### src/rtl/calc_bcd_n.sv
// calc_bcd_n: DIGITS-wide signed BCD add/subtract keypad calculator.
// Ports: CLK, RST (sync, active-low), push/plus/minus/equal/ce
// (active-low buttons); led (7 seg per digit), sign, overflow.
module calc_bcd_n #(
  parameter int DIGITS = 4
) (
  input  logic                  CLK,
  input  logic                  RST,
  input  logic [9:0]            push,
  input  logic                  plus,
  input  logic                  minus,
  input  logic                  equal,
  input  logic                  ce,
  output logic [7*DIGITS-1:0]   led,
  output logic                  sign,
  output logic                  overflow
);

  localparam int W = 4 * DIGITS;

  typedef enum logic [2:0] {
    ENTRY_A, OPWAIT, ENTRY_B, RESULT, ERR
  } state_t;

  state_t         r_state, w_state;
  logic [13:0]    r_cur, r_prv;
  logic [W-1:0]   r_acc, w_acc;
  logic           r_asgn, w_asgn;
  logic [W-1:0]   r_ent, w_ent;
  logic           r_op, w_op;
  logic [W-1:0]   r_lop, w_lop;

  logic [13:0]    w_ev;
  logic [3:0]     w_d;
  logic [W-1:0]   w_b;
  logic           w_bs;
  logic [W-1:0]   w_mag;
  logic           w_rsgn;
  logic           w_ovf;
  logic [W-1:0]   w_val;
  logic           w_vsgn;
  logic [7*DIGITS-1:0] w_led;

  function automatic logic [W:0] f_add(
    input logic [W-1:0] a,
    input logic [W-1:0] b
  );
    logic [W:0] r;
    logic       c;
    logic [4:0] s;
    r = '0;
    c = 1'b0;
    for (int i = 0; i < DIGITS; i++) begin
      s = {1'b0, a[4*i+:4]} + {1'b0, b[4*i+:4]} + {4'b0, c};
      c = (s > 5'd9);
      if (c) s = s + 5'd6;
      r[4*i+:4] = s[3:0];
    end
    r[W] = c;
    return r;
  endfunction

  // a >= b is required; each digit borrows by adding 10 mod 32
  function automatic logic [W-1:0] f_sub(
    input logic [W-1:0] a,
    input logic [W-1:0] b
  );
    logic [W-1:0] r;
    logic         bw;
    logic [4:0]   s;
    r  = '0;
    bw = 1'b0;
    for (int i = 0; i < DIGITS; i++) begin
      s  = {1'b0, a[4*i+:4]} - {1'b0, b[4*i+:4]} - {4'b0, bw};
      bw = s[4];
      if (bw) s = s + 5'd10;
      r[4*i+:4] = s[3:0];
    end
    return r;
  endfunction

  function automatic logic [6:0] f_seg(input logic [3:0] n);
    logic [6:0] s;
    case (n)
      4'd0:    s = 7'h3F;
      4'd1:    s = 7'h06;
      4'd2:    s = 7'h5B;
      4'd3:    s = 7'h4F;
      4'd4:    s = 7'h66;
      4'd5:    s = 7'h6D;
      4'd6:    s = 7'h7D;
      4'd7:    s = 7'h07;
      4'd8:    s = 7'h7F;
      4'd9:    s = 7'h6F;
      default: s = 7'h00;
    endcase
    return s;
  endfunction

  // bit 13 ce, 12 equal, 11 plus, 10 minus, 9..0 digits
  assign w_ev = r_prv & ~r_cur;

  always_comb begin
    w_d = 4'd0;
    for (int i = 9; i >= 0; i--)
      if (w_ev[i]) w_d = 4'(i);
  end

  // repeat-equals reuses lop, everything else uses entry
  assign w_b  = (r_state == RESULT) ? r_lop : r_ent;
  assign w_bs = r_op;

  always_comb begin
    w_ovf  = 1'b0;
    w_mag  = '0;
    w_rsgn = 1'b0;
    if (r_asgn == w_bs) begin
      {w_ovf, w_mag} = f_add(r_acc, w_b);
      w_rsgn = r_asgn;
    end else if (r_acc >= w_b) begin
      w_mag  = f_sub(r_acc, w_b);
      w_rsgn = r_asgn;
    end else begin
      w_mag  = f_sub(w_b, r_acc);
      w_rsgn = w_bs;
    end
    if (w_mag == '0) w_rsgn = 1'b0;
  end

  always_comb begin
    w_state = r_state;
    w_acc   = r_acc;
    w_asgn  = r_asgn;
    w_ent   = r_ent;
    w_op    = r_op;
    w_lop   = r_lop;
    if (w_ev[13]) begin
      w_state = ENTRY_A;
      w_acc   = '0;
      w_asgn  = 1'b0;
      w_ent   = '0;
      w_op    = 1'b0;
      w_lop   = '0;
    end else if (w_ev[12]) begin
      case (r_state)
        ENTRY_A: begin
          w_acc   = r_ent;
          w_asgn  = 1'b0;
          w_lop   = '0;
          w_state = RESULT;
        end
        ENTRY_B, RESULT: begin
          if (r_state == ENTRY_B) w_lop = r_ent;
          if (w_ovf) begin
            w_state = ERR;
          end else begin
            w_acc   = w_mag;
            w_asgn  = w_rsgn;
            w_state = RESULT;
          end
        end
        default: ;
      endcase
    end else if (w_ev[11] || w_ev[10]) begin
      if (r_state != ERR) begin
        w_op    = ~w_ev[11];
        w_state = OPWAIT;
        if (r_state == ENTRY_A) begin
          w_acc  = r_ent;
          w_asgn = 1'b0;
        end else if (r_state == ENTRY_B) begin
          if (w_ovf) begin
            w_state = ERR;
            w_op    = r_op;
          end else begin
            w_acc  = w_mag;
            w_asgn = w_rsgn;
          end
        end
      end
    end else if (|w_ev[9:0]) begin
      case (r_state)
        ENTRY_A, ENTRY_B: begin
          if (r_ent[W-1 -: 4] == 4'd0)
            w_ent = {r_ent[W-5:0], w_d};
        end
        OPWAIT: begin
          w_ent   = {{(W-4){1'b0}}, w_d};
          w_state = ENTRY_B;
        end
        RESULT: begin
          w_ent   = {{(W-4){1'b0}}, w_d};
          w_asgn  = 1'b0;
          w_state = ENTRY_A;
        end
        default: ;
      endcase
    end
  end

  always_comb begin
    logic seen;
    seen   = 1'b0;
    w_led  = '0;
    w_val  = w_acc;
    w_vsgn = w_asgn;
    if (w_state == ENTRY_A || w_state == ENTRY_B) begin
      w_val  = w_ent;
      w_vsgn = 1'b0;
    end
    for (int i = DIGITS - 1; i >= 0; i--) begin
      if (w_val[4*i+:4] != 4'd0) seen = 1'b1;
      if (w_state == ERR)
        w_led[7*i+:7] = 7'h40;
      else if (seen || i == 0)
        w_led[7*i+:7] = f_seg(w_val[4*i+:4]);
    end
    if (w_state == ERR) w_vsgn = 1'b0;
  end

  always_ff @(posedge CLK) begin
    if (!RST) begin
      r_cur    <= '1;
      r_prv    <= '1;
      r_state  <= ENTRY_A;
      r_acc    <= '0;
      r_asgn   <= 1'b0;
      r_ent    <= '0;
      r_op     <= 1'b0;
      r_lop    <= '0;
      led      <= {{(7*(DIGITS-1)){1'b0}}, 7'h3F};
      sign     <= 1'b0;
      overflow <= 1'b0;
    end else begin
      r_cur    <= {ce, equal, plus, minus, push};
      r_prv    <= r_cur;
      r_state  <= w_state;
      r_acc    <= w_acc;
      r_asgn   <= w_asgn;
      r_ent    <= w_ent;
      r_op     <= w_op;
      r_lop    <= w_lop;
      led      <= w_led;
      sign     <= w_vsgn;
      overflow <= (w_state == ERR);
    end
  end

endmodule

### config.mk
export PLATFORM = sky130hd
export DESIGN_NAME = calc_bcd_n
export DESIGN_NICKNAME = d
export VERILOG_FILES = /design/src/rtl/calc_bcd_n.sv
export SDC_FILE = /design/constraint.sdc
export NUM_CORES = 1
export LEC_CHECK = 0
export ABC_AREA = 0
export BUFFER_PORTS_ARGS = -buffer_cell sky130_fd_sc_hd__buf_4
export CORE_ASPECT_RATIO = 2
export CORE_MARGIN = 1
export CORE_UTILIZATION = 35
export DETAILED_ROUTE_END_ITERATION = 12
export MAX_ROUTING_LAYER = met4
export PLACE_DENSITY = 0.57
export SYNTH_ARGS = -nofsm -noshare
export SYNTH_HDL_FRONTEND = slang
export SYNTH_SLANG_ARGS = --single-unit
### constraint.sdc
create_clock -name CLK -period 12.2 [get_ports CLK]
set_input_delay 0.61 -clock CLK [delete_from_list [all_inputs] [get_ports CLK]]
set_output_delay 0.61 -clock CLK [all_outputs]
set_load 0.1 [all_outputs]
=== After elaboration in Yosys (flattened, before gate mapping) ===
Memories as Yosys holds them, arrays and structs flattened.
Cells that the tools add are included.

* Register bits: 111
* ROM bits: 448
* Logic and storage cells: 174
* Memories: 4

{| class="wikitable"
|+ Memory list
! memory !! words !! width !! read ports !! clocked after Yosys merged registers in !! write ports !! RTL line !! source
|-
| (name not given) || 16 || 7 || 1 || 0 || 0 || 84 || <nowiki>case (n)</nowiki>
|-
| (name not given) || 16 || 7 || 1 || 0 || 0 || 84 ||
|-
| (name not given) || 16 || 7 || 1 || 0 || 0 || 84 ||
|-
| (name not given) || 16 || 7 || 1 || 0 || 0 || 84 ||
|}

* Add/sub/neg operators: 33
* $lt $le $gt $ge: 5
* Equal/unequal tests: 9
* Multiplexer cells: 80
* Bitwise gates (word level): 8
* Reductions and logical operators: 21

{| class="wikitable"
|+ Operators by type and width
! kind !! count
|-
| 16-bit 2-to-1 mux || 17
|-
| 16-bit one-hot mux with 2 select lines || 3
|-
| 4-bit 2-to-1 mux || 22
|-
| 7-bit 2-to-1 mux || 7
|-
| 4-bit by 4-bit subtractor with 5-bit output || 8
|-
| 4-bit adder, second input constant || 8
|-
| 5-bit by 1-bit subtractor with 5-bit output || 6
|-
| 3-bit 2-to-1 mux || 9
|-
| 4-bit by 4-bit adder with 5-bit output || 4
|-
| 5-bit by 4-bit greater-than comparator with 1-bit output, second input constant || 4
|-
| 1-bit 2-to-1 mux || 19
|-
| 4-bit by 3-bit adder with 4-bit output, second input constant || 4
|-
| 16-bit >= comparator || 1
|-
| 16-bit logical NOT || 1
|-
| 5-bit by 1-bit adder with 5-bit output || 3
|-
| 14-bit AND || 1
|-
| 14-bit NOT || 1
|-
| 3-bit one-hot mux with 2 select lines || 2
|-
| 4-bit nonzero test || 3
|-
| 3-bit OR reduction || 4
|-
| 10-bit OR reduction || 1
|-
| 3-bit by 2-bit equality test with 1-bit output, second input constant || 3
|-
| 2-bit OR reduction || 4
|-
| 3-bit logical NOT || 2
|-
| other kinds (13) || 19
|}

=== Longest topological paths before layout ===
* Depth in word-level cells: 27
* Depth in mapped cells: 40
* Gate-level depth less buffers: 36

=== Worst setup path before layout ===
Ideal clock, no wire load.

* Path kind: reg-to-reg
* From: register r_state[2]
* To: register led[16]
* Setup time: 74 ps
* Data arrival time: 9722 ps
* Data required time: 12126 ps
* Slack: 2404 ps
* Cell stages (with the launch flop): 37
* Buffers on the path: 2
* Clock period less this slack: 9796 ps
* Cell sequence: dfxtp_1 -> nand3b_4 -> buf_1 -> mux2_2 -> ha_1 -> fa_1 -> xor2_1 -> a2111o_1 -> and3_1 -> fa_1 -> fa_1 -> o21bai_1 -> nor3_1 -> a21o_1 -> or2_2 -> fa_1 -> fa_1 -> xnor2_1 -> and2_1 -> o21bai_1 -> nand2_1 -> fa_1 -> fa_1 -> xnor2_2 -> a221oi_2 -> nand3_2 -> o311a_1 -> a2111oi_4 -> nor2_4 -> buf_2 -> o31ai_1 -> inv_1 -> ha_1 -> inv_1 -> nor4b_4 -> a211o_4 -> a31oi_2

* Cells in the longest elaborated chain, start to end: 26

{| class="wikitable"
|+ RTL lines
! what !! RTL line !! source
|-
| from (decl) || 25 || <nowiki>state_t r_state, w_state;</nowiki>
|-
| from (signal assigned) || 237 || <nowiki>r_state <= w_state;</nowiki>
|-
| 3-bit by 2-bit equality test with 1-bit output || 110, 145, 182 ||
|-
| 16-bit 2-to-1 mux || 110 || <nowiki>assign w_b = (r_state == RESULT) ? r_lop : r_ent;</nowiki>
|-
| 4-bit by 4-bit adder with 5-bit output || 54 || <nowiki>s = {1'b0, a[4*i+:4]} + {1'b0, b[4*i+:4]} + {4'b0, c};</nowiki>
|-
| 5-bit by 4-bit greater-than comparator with 1-bit output || 55 || <nowiki>c = (s > 5'd9);</nowiki>
|-
| 5-bit by 1-bit adder with 5-bit output || 54 ||
|-
| 5-bit by 4-bit greater-than comparator with 1-bit output || 55 ||
|-
| 5-bit by 1-bit adder with 5-bit output || 54 ||
|-
| 5-bit by 4-bit greater-than comparator with 1-bit output || 55 ||
|-
| (+9 left out) || n/a ||
|-
| 3-bit 2-to-1 mux || 137 || <nowiki>if (w_ev[13]) begin</nowiki>
|-
| 3-bit by 2-bit equality test with 1-bit output / 3-bit logical NOT (equally long branches) || 207 || <nowiki>if (w_state == ENTRY_A || w_state == ENTRY_B) begin</nowiki>
|-
| 1-bit logical OR || 207 ||
|-
| 16-bit 2-to-1 mux || 207 ||
|-
| 4-bit nonzero test || 212 || <nowiki>if (w_val[4*i+:4] != 4'd0) seen = 1'b1;</nowiki>
|-
| 1-bit 2-to-1 mux (2 in series) || 212 ||
|-
| 1-bit NOT (no source line) || n/a ||
|-
| 3-bit OR reduction (no source line) || n/a ||
|-
| to (signal assigned) || 231 || <nowiki>led <= {{(7*(DIGITS-1)){1'b0}}, 7'h3F};</nowiki>
|-
| to (signal assigned) || 243 || <nowiki>led <= w_led;</nowiki>
|-
| to (decl) || 14 || <nowiki>output logic [7*DIGITS-1:0] led,</nowiki>
|}

Parallel ways exist; a longest one is shown, timed or not.
A chain may end at the register's enable or synchronous reset.

=== Final worst setup path ===
* From: register r_state[0]
* To: register led[13]

* Cells in the longest elaborated chain, start to end: 27

{| class="wikitable"
|+ RTL lines
! what !! RTL line !! source
|-
| 3-bit by 2-bit equality test with 1-bit output || 110, 145, 182 ||
|-
| 16-bit 2-to-1 mux || 110 ||
|-
| 4-bit by 4-bit adder with 5-bit output || 54 ||
|-
| 5-bit by 4-bit greater-than comparator with 1-bit output || 55 ||
|-
| 5-bit by 1-bit adder with 5-bit output || 54 ||
|-
| 5-bit by 4-bit greater-than comparator with 1-bit output || 55 ||
|-
| 5-bit by 1-bit adder with 5-bit output || 54 ||
|-
| 5-bit by 4-bit greater-than comparator with 1-bit output || 55 ||
|-
| (+9 left out) || n/a ||
|-
| 3-bit 2-to-1 mux || 137 ||
|-
| 3-bit by 2-bit equality test with 1-bit output / 3-bit logical NOT (equally long branches) || 207 ||
|-
| 1-bit logical OR || 207 ||
|-
| 16-bit 2-to-1 mux || 207 ||
|-
| 4-bit nonzero test || 212 ||
|-
| 1-bit 2-to-1 mux (3 in series) || 212 ||
|-
| 7-bit 2-to-1 mux || 215 || <nowiki>else if (seen || i == 0)</nowiki>
|-
| 7-bit 2-to-1 mux (*) || 213 || <nowiki>if (w_state == ERR)</nowiki>
|}

Every way passes the cells marked *; elsewhere a longest branch is shown, timed or not.

==> run metrics <==
status=complete, no violations; GRT overflow=0; final WL=39.5 mm; Starting Density=35.6%; worst-path fanout max=18; Syn Inst Count=1264; post_cts resized=0; fin. max-slew vios=0; VDD IR max=248 uV; crit share post-route=91.0%; # rows=88; CP required=12440 ps; largest net degree at the start of global routing=44; post-synth top area share=21.7%; Worst Hold Depth=2; First-pass DRT Iterations=5; yosys warns=0; CP startpoint=r_state[0]$_SDFF_PN0_; ys async rst share=0%; post-route cell area=11300 um^2; H-tree Lvls=3; library cells used by synthesis=105; final setup vio count=0; synth-to-layout area growth=10.2%; worst-case clock buffer depth=2; max-slew headroom at the worst pin=23.6%; post-synthesis sequential area ratio=21.7%; cell taking the most area after synthesis=dfxtp_1; top_reg_cell synth=dfxtp_1; Place WS=1300 ps; Leak=4.68 nW; Tmin final=11100 ps; DP HPWL=31.8 mm; die area=29900 um^2; Vias/cell=6.08; most frequent cell after synthesis=dfxtp_1; worst reg-to-reg path cell count=34; core area=28700 um^2; total negative slack=0 ps; skew final=12.7 ps; nets=1419; Root Driver=clkbuf_16; worst min path class=input port to flip-flop; number of port buffers=45; Avg Cell Area, Syn=8.08 um^2; dpl cell area=11000 um^2; fin worst setup slack=1100 ps; crit path to=led[13]$_SDFF_PN0_; antenna violations before repair=0; dpl cells=1637; Routed Antenna Nets=0; vias=10100; Crit. End Element=flip-flop; non-filler instance count after layout=1653; startpoint types=flip-flop; share of layout cells above drive strength 1=12.0%; n_diodes=0; CTS Buf Count=9; flop2flop setup slack=1100 ps; CTS tree=built; Mapped Area=10200 um^2; clk_lat worst skew=380 ps; Max Cap Viol=0; syn nets=1395; critical path type=flip-flop to flip-flop; reg2reg end=led[13]$_SDFF_PN0_; first-pass GRT wire length=59.2 mm; drt first-iter violations=683; RSZ-0062 raised after global routing=no; io pins=46; final core occ=39.2%; vias in the first global route=10100; Critical R2R Launch=r_state[0]$_SDFF_PN0_; most used cell, CP=fa_1; top post-synthesis cells by area=dfxtp_1, ha_1, fa_1, a21oi_1, nor2_1; Die H=244 um; Hold Violations, Final=0; hold_buf cts=0; Critical Path Max Stage Delay=820 ps; Pwr per Cell Area=220 nW/um^2; EDFF count, synth=0; postcts setup bufs=0; Tightest Pin Transition=1130 ps; per-cell routed wire length=23.9 um; gpl congestion=0.992; Peak Freq=90.1 MHz; Die Wd=123 um; clk sinks=111; clock transition at the registers of the reported paths=90 ps; global router's overall resource usage=27.8%; Synth top cells by count=dfxtp_1, nor2_1, ha_1; overall power=2.48 mW; crit path DAT=11340 ps; Seq cells post-synth=111; DRC=0; WHS=410 ps; Slowest cell on crit path=dfxtp_1
==> report_power, final <==
part	internal [mW]	switching [mW]
logic	0.580	1.13
clock network	0.145	0.162
registers	0.416	0.0546
==> metal layers <==
metal  track usage (%)  routed length [um]  up-vias
met5                 -                   0        -
met4              24.5                4170        0
met3              2.86                1580      216
met2              50.4               21000      420
met1              24.8               12800     4826
li1                  -                   -     4596
==> worst min path at each step <==
stage,start,endpoint
after detailed placement,r_cur[2]$_SDFF_PN1_,r_prv[2]$_SDFF_PN1_
after global placement,r_cur[2]$_SDFF_PN1_,r_prv[2]$_SDFF_PN1_
after CTS,push[3],r_cur[3]$_SDFF_PN1_
final,push[3],r_cur[3]$_SDFF_PN1_
after floorplan,r_cur[2]$_SDFF_PN1_,r_prv[2]$_SDFF_PN1_
after global routing,push[3],r_cur[3]$_SDFF_PN1_
==> kinds of logic after synthesis <==
logic type	synth area share, %
compound gates	26.6
xor+xnor	4.16
fa+ha+maj	15.8
buf+inv	5.94
flops	21.7
mux	4.44
simple gates	21.3
==> layout by cell type (no fill, tap or decap), types with 21 or more instances in the layout <==
master / count
xnor2_1: 28
a21oi_1: 88
nor3_1: 27
ha_1: 91
inv_1: 90
nor2b_1: 23
nand3_1: 38
nor2_1: 104
nand2b_1: 52
nand2_1: 78
fa_1: 24
o21ai_0: 77
mux2i_1: 21
dfxtp_1: 111
buf_4: 73
==> area by class of cell <==
type / instances / area [um^2]
tap: 360 / 450
timing repair buffer: 73 / 548
multi-input combinational: 1001 / 7400
clock inverter: 7 / 73.8
sequential: 111 / 2220
fill: 2912 / 17500
inverter: 92 / 345
clock buffer: 9 / 225
==> state kept, by name, summed over array words and instances (netlist names) <==
signal and count:
overflow 1, r_acc 16, r_prv 14, r_state 3, r_asgn 1, r_cur 14, led 28, r_ent 16
r_lop 16, sign 1, r_op 1
==> critical path, delay by kind of cell, from the launching register on <==
family	cells	cell delay [ps]
adders and majority gates	9	3370
muxes	1	430
buffers and inverters	1	220
and+or+nand+nor	10	2770
AOI/OAI and AO/OA	10	2700
DFF	1	820
xor gates and xnor gates	3	640
Note: power is estimated with default switching activity, not from simulation.
